[src/rtl/csa_pipe_adder.sv]
// csa_pipe_adder: two-stage pipelined carry-select adder with valid/ready
// handshakes on both sides.
//
// Stage 1 registers speculative per-slice sums for carry-in 0 and 1.
// Stage 2 resolves the block carry chain and registers sum/cout.
//
// Parameters:
//   WIDTH - operand/sum width (must be a multiple of BLOCK)
//   BLOCK - slice width
//
// Ports:
//   clk, rst_n          - clock, async active-low reset
//   in_valid, in_ready  - operand handshake
//   a, b, cin           - unsigned operands and carry-in
//   out_valid, out_ready- result handshake
//   sum, cout           - (a + b + cin) mod 2^WIDTH and carry-out
//   ovf                 - signed overflow (only when CSA_OVERFLOW_EN is defined)
//
// Optional feature macro: CSA_OVERFLOW_EN
module csa_pipe_adder #(
    parameter int WIDTH = 16,
    parameter int BLOCK = 4
) (
    input  logic             clk,
    input  logic             rst_n,
    input  logic             in_valid,
    output logic             in_ready,
    input  logic [WIDTH-1:0] a,
    input  logic [WIDTH-1:0] b,
    input  logic             cin,
    output logic             out_valid,
    input  logic             out_ready,
    output logic [WIDTH-1:0] sum,
    output logic             cout
`ifdef CSA_OVERFLOW_EN
    ,
    output logic             ovf
`endif
);

    localparam int NBLK = (WIDTH / BLOCK < 1) ? 1 : WIDTH / BLOCK;

    if (BLOCK < 1 || WIDTH < BLOCK || (WIDTH % BLOCK) != 0) begin : g_bad_cfg
        $error("csa_pipe_adder: WIDTH must be a nonzero multiple of BLOCK");
    end

    // Stage 1 state
    logic [NBLK-1:0][BLOCK:0] s0_q, s1_q;
    logic [NBLK-1:0][BLOCK:0] s0_d, s1_d;
    logic                     cin_q;
    logic                     s1_valid;
    logic                     rdy_q;

    // Handshake
    logic adv2;
    logic in_fire;

    assign adv2     = !out_valid || out_ready;
    // rdy_q holds in_ready low for the first cycle after reset release
    assign in_ready = rdy_q && (!s1_valid || adv2);
    assign in_fire  = in_valid && in_ready;

    // Speculative slice sums. Slice 0 already folds in cin, so both of
    // its copies are identical and the select in stage 2 is a no-op there.
    always_comb begin
        logic [BLOCK:0] ak, bk, c0, c1;
        s0_d = '0;
        s1_d = '0;
        for (int k = 0; k < NBLK; k++) begin
            ak = {1'b0, a[k*BLOCK +: BLOCK]};
            bk = {1'b0, b[k*BLOCK +: BLOCK]};
            c0 = (k == 0) ? (BLOCK+1)'(cin) : '0;
            c1 = (k == 0) ? (BLOCK+1)'(cin) : (BLOCK+1)'(1);
            s0_d[k] = ak + bk + c0;
            s1_d[k] = ak + bk + c1;
        end
    end

`ifdef CSA_OVERFLOW_EN
    // Carry into the MSB recovered as sum_msb ^ a_msb ^ b_msb, per case
    logic mc0_q, mc1_q;
    logic mc0_d, mc1_d;
    assign mc0_d = s0_d[NBLK-1][BLOCK-1] ^ a[WIDTH-1] ^ b[WIDTH-1];
    assign mc1_d = s1_d[NBLK-1][BLOCK-1] ^ a[WIDTH-1] ^ b[WIDTH-1];
`endif

    always_ff @(posedge clk or negedge rst_n) begin
        if (!rst_n) begin
            s0_q     <= '0;
            s1_q     <= '0;
            cin_q    <= 1'b0;
            s1_valid <= 1'b0;
            rdy_q    <= 1'b0;
`ifdef CSA_OVERFLOW_EN
            mc0_q    <= 1'b0;
            mc1_q    <= 1'b0;
`endif
        end else begin
            rdy_q    <= 1'b1;
            s1_valid <= in_fire || (s1_valid && !adv2);
            if (in_fire) begin
                s0_q  <= s0_d;
                s1_q  <= s1_d;
                cin_q <= cin;
`ifdef CSA_OVERFLOW_EN
                mc0_q <= mc0_d;
                mc1_q <= mc1_d;
`endif
            end
        end
    end

    // Stage 2 carry resolution: one select per sum bit and per block carry
    logic [NBLK:0]    c;
    logic [WIDTH-1:0] sum_d;

    always_comb begin
        c     = '0;
        sum_d = '0;
        c[0]  = cin_q;
        for (int k = 0; k < NBLK; k++) begin
            sum_d[k*BLOCK +: BLOCK] = c[k] ? s1_q[k][BLOCK-1:0]
                                           : s0_q[k][BLOCK-1:0];
            c[k+1] = c[k] ? s1_q[k][BLOCK] : s0_q[k][BLOCK];
        end
    end

`ifdef CSA_OVERFLOW_EN
    logic ovf_d;
    assign ovf_d = (c[NBLK-1] ? mc1_q : mc0_q) ^ c[NBLK];
`endif

    always_ff @(posedge clk or negedge rst_n) begin
        if (!rst_n) begin
            out_valid <= 1'b0;
            sum       <= '0;
            cout      <= 1'b0;
`ifdef CSA_OVERFLOW_EN
            ovf       <= 1'b0;
`endif
        end else if (adv2) begin
            out_valid <= s1_valid;
            sum       <= sum_d;
            cout      <= c[NBLK];
`ifdef CSA_OVERFLOW_EN
            ovf       <= ovf_d;
`endif
        end
    end

endmodule

[config.mk]
export PLATFORM = sky130hd
export DESIGN_NAME = csa_pipe_adder
export DESIGN_NICKNAME = d
export VERILOG_FILES = /design/src/rtl/csa_pipe_adder.sv
export SDC_FILE = /design/constraint.sdc
export NUM_CORES = 1
export LEC_CHECK = 0
export CORE_MARGIN = 4
export CORE_UTILIZATION = 50
export CTS_BUF_LIST = sky130_fd_sc_hd__clkbuf_4 sky130_fd_sc_hd__clkbuf_8
export DETAILED_ROUTE_END_ITERATION = 8
export HOLD_SLACK_MARGIN = 0.12
export PLACE_DENSITY_LB_ADDON = 0.15
export SLEW_MARGIN = 30
export SYNTH_ARGS = -nofsm -noshare
export SYNTH_HDL_FRONTEND = slang
export SYNTH_SLANG_ARGS = --single-unit
[constraint.sdc]
create_clock -name clk -period 3.24 [get_ports clk]
set_clock_uncertainty 0.1 [all_clocks]
set_input_delay 0.324 -clock clk [delete_from_list [all_inputs] [get_ports clk]]
set_output_delay 0.324 -clock clk [all_outputs]
set_load 0.02 [all_outputs]
* After elaboration in Yosys (flattened, before gate mapping)
Cells that the tools add are included.
** Word-level totals
- Bits in registers :: 55
- Output and inout port bits :: 19
- Word-level logic and storage cells :: 35
** Cells by class
- Add/subtract/negate cells :: 8
- Multiplexer cells :: 6
- Reduce and logical (&&, ||, !) cells :: 9
** Operators by type and width (count)
- 4-bit by 4-bit adder with 5-bit output :: 4
- 5-bit by 1-bit adder with 5-bit output, second input constant :: 3
- 4-bit 2-to-1 mux :: 3
- 5-bit by 1-bit adder with 5-bit output :: 1
- 1-bit logical AND :: 3
- 1-bit logical NOT :: 3
- 1-bit logical OR :: 3
- 1-bit 2-to-1 mux :: 3

* Logic depth before layout (Yosys ltp)
- Depth in word-level cells :: 6
- Gate-level depth with buffers :: 9

* Least setup slack after synthesis
No wires, ideal clock.
- Path type :: input-to-reg
- Start :: input a[8]
- End :: register s1_q[14] in the netlist's numbering
- Setup time :: 0.080 ns
- Arrival time :: 2.112 ns
- Required time :: 3.060 ns
- Path slack :: 0.948 ns
- Stages on the path :: 9
- Buffers on the path :: 0
- Cell sequence :: ha_1 inv_1 fa_1 inv_1 ha_1 nand2_1 a2111o_1 a2111o_1 o211ai_2
** RTL lines
- from (decl) :: RTL line 28 : input logic [WIDTH-1:0] a,
- to (signal assigned) :: RTL line 90 : s1_q <= '0;
- to (signal assigned) :: RTL line 103 : s1_q <= s1_d;
- to (decl) :: RTL line 48 : logic [NBLK-1:0][BLOCK:0] s0_q, s1_q;

==> results.md <==
* Status: completed
* Initial detailed-routing violation count at 95
* Routed len/inst at 13.0 µm
* Clock latency on the worst-skew pair at 310 ps
* Area Overhead vs Synth at 24.7%
* TritonCTS clock tree: built
* Yosys Warn Count at 0
* GRT Total Usage at 16.3%
* Clock root buffer master: clkbuf_8
* Final #Nets at 405
* Worst-Margin Slew at 662 ps
* Net Sw Power at 0.648 mW
* Fin. max-slew vios at 0
* Startpoint Class: primary input
* Min Hold Slack at 371 ps
* Die area at 7230 µm²
* DRC at 0
* Gp weighted congestion at 0.808
* Initial antenna violation count at 0
* P_leak at 1.76 nW
* Post-CTS Resized at 0
* Routed via count at 2142
* Initial Utilization at 52.6%
* Tmin final at 2500 ps
* Ports at 56
* Synthesis-stage register bit count at 55
* Power per cell area at 549 nW/µm²
* Largest net degree at the start of global routing at 32
* CP endpoint kind: flip-flop
* HPWL Detailed at 4230 µm
* CTS Buf Count at 5
* Layout cells sized above 1 at 8.12%
* Final WL at 5430 µm
* VDD IR max at 0.332 mV
* Cell Area, Synth at 2970 µm²
* Syn nets at 348
* Internal at 1.38 mW
* CTS Buffer Depth at 2
* WP data required at 3370 ps
* Clk slew on worst S/H paths at 90 ps
* TritonRoute pass-1 iters at 4
* Arr. time, crit path at 2640 ps
* Hold WC Path Type: reg2reg
* Post-Syn Area per Cell at 10.3 µm²
* Final setup viols at 0
* Relative slew slack at 55.9%
* Setup CP Type: in2reg
* Max frequency at 0.400 GHz
* IO buf count at 55
* Fin crit share at 77.3%
* Yosys cell types at 34
* Final hold vios at 0
* Number of vias per cell at 5.14
* Hold path cells at 1
* First-pass GRT wire length at 9630 µm
* Core Rows at 27
* Register area share after synthesis at 46.4%
* H-tree Lvls at 2
* Die Y at 85.0 µm
* Vias in the first global route at 2123
* Clock Power Share at 18.5%
* Crit-path max FO at 3
* Power share of the combinational group at 34.5%
* Setup TNS at 0 ps
* Maxcap violations at 0
* Total grt overflow at 0
* CORE AREA at 5640 µm²
* RSZ-0062 raised after global routing: false
* Syn Inst Count at 288
* Antenna viol nets, final at 0
* Sink Count at 55
* Sequential power share at 47.0%
* ANT cells at 0
* Reg2Reg Depth at 4
* Sw frac at 31.9%
* DIE WIDTH at 85.0 µm
==> cells in the final DEF, fill, tap and decap left out, types with 2 or more instances in the layout <==
master,n
nand2_1,70
dfrtp_1,55
clkdlybuf4s50_1,54
o21ai_0,20
ha_1,18
inv_1,15
mux2i_1,13
o21ai_1,12
a21oi_1,9
mux2_2,7
xor2_1,6
a2111o_1,6
clkbuf_8,6
fa_1,5
buf_4,5
nand3_1,4
a21o_1,4
xnor2_1,3
xnor3_1,3
o21a_1,3
and3_1,2
nor3b_1,2
nand2b_1,2
mux2i_4,2
or2_2,2
nor2b_1,2
o211ai_2,2
o311ai_1,2
==> through the flow <==
stage	cells	cell area [µm²]	power (mW)	utilization (%)	setup WS [ps]
2_1_floorplan	288	2970	1.38	-	948
3_3_place_gp	409	3600	1.66	63.8	454
3_5_place_dp	409	3600	1.68	63.8	409
4_1_cts	417	3700	2.06	65.6	732
5_1_grt	417	3700	2.17	65.6	616
6_report	417	3700	2.03	65.6	737
==> worst max-delay path: stages <==
cell and delay, ps:
clkdlybuf4s50_1 460, ha_1 180, inv_1 60, fa_1 470, inv_1 70, ha_1 160
nand2_1 60, a2111o_1 350, a2111o_1 420, o211ai_2 70
==> synthesized netlist by cell type (all sizes together) <==
cell type,number,share of area (%)
nand2,70,8.9
dfrtp,55,46
o21ai,32,5.4
ha,18,7.6
inv,15,1.9
mux2i,15,5.9
a21oi,9,1.5
clkbuf,9,1.1
mux2,7,2.7
a2111o,6,2.3
xor2,6,1.8
fa,5,3.4
nand3,5,0.84
a21o,4,1.0
nor2b,3,0.63
o21a,3,0.76
or2,3,0.63
xnor2,3,0.89
xnor3,3,2.3
and3,2,0.42
buf,2,0.42
nand2b,2,0.42
nor3b,2,0.51
o211ai,2,0.84
o311ai,2,0.59
and2,1,0.21
conb,1,0.13
nand3b,1,0.25
nor2,1,0.13
o21bai,1,0.25
==> final timing paths <==
check	slack, ps	end	from
max	740	s1_q[9]$_DFFE_PN0P_	b[4]
min	370	out_valid$_DFFE_PN0P_	s1_valid$_DFF_PN0_
max reg2reg	1210	sum[12]$_DFFE_PN0P_	s1_q[4]$_DFFE_PN0P_
min reg2reg	370	out_valid$_DFFE_PN0P_	s1_valid$_DFF_PN0_
max in group asynchronous	1790	s1_q[9]$_DFFE_PN0P_	rst_n
min in group asynchronous	470	s0_q[18]$_DFFE_PN0P_	rst_n
==> registers in the layout (all words and copies together), names as in the netlist <==
signal	flops
s1_q	20
sum	16
s0_q	15
cout	1
out_valid	1
rdy_q	1
s1_valid	1
==> kinds of logic (layout without fill, tap and decap cells) <==
logic type	count (synthesis)	count (layout)	share of synthesized area, %
other	1	1	0.126
AO/OA/AOI/OAI	59	59	12.7
buffers and inverters	26	83	3.46
adder cells (fa/ha/maj)	23	23	11.0
multiplexers	22	22	8.56
AND/OR/NAND/NOR	90	90	12.9
XOR/XNOR	12	12	4.93
flip-flops	55	55	46.4
==> per-layer routing <==
| metal | wire length, µm | track usage, % | part of all wire [%] |
|---|---|---|---|
| met1 | 2520 | 20.7 | 46 |
| met2 | 2600 | 28.0 | 48 |
| met3 | 239 | 3.79 | 4.4 |
| met4 | 64 | 4.32 | 1.2 |
| met5 | 0 | 0 | 0 |
==> what timing repair did <==
action	4_1_cts	5_1_grt
hold endpoints to repair	30	0
setup buffers	0	0
setup endpoints to repair	0	0
hold buffers	1	0
==> layout make-up <==
| type | instances | area (µm²) |
|---|---|---|
| clock buffer | 6 | 82.6 |
| clock inverter | 1 | 5.00 |
| fill | 469 | 1940 |
| inverter | 15 | 56.3 |
| multi-input combinational | 207 | 1500 |
| sequential | 55 | 1380 |
| tap | 72 | 90.1 |
| timing repair buffer | 61 | 593 |
==> power by group through the flow <==
stage / sequential [mW] / clock [mW] / combinational, mW
final: 0.955 / 0.376 / 0.701
after global routing: 0.985 / 0.416 / 0.771
after CTS: 0.958 / 0.392 / 0.713
after detailed placement: 0.973 / 0 / 0.710
after global placement: 0.965 / 0 / 0.695
after floorplan: 1.03 / 0 / 0.353
(Power assumes the default switching activity.)
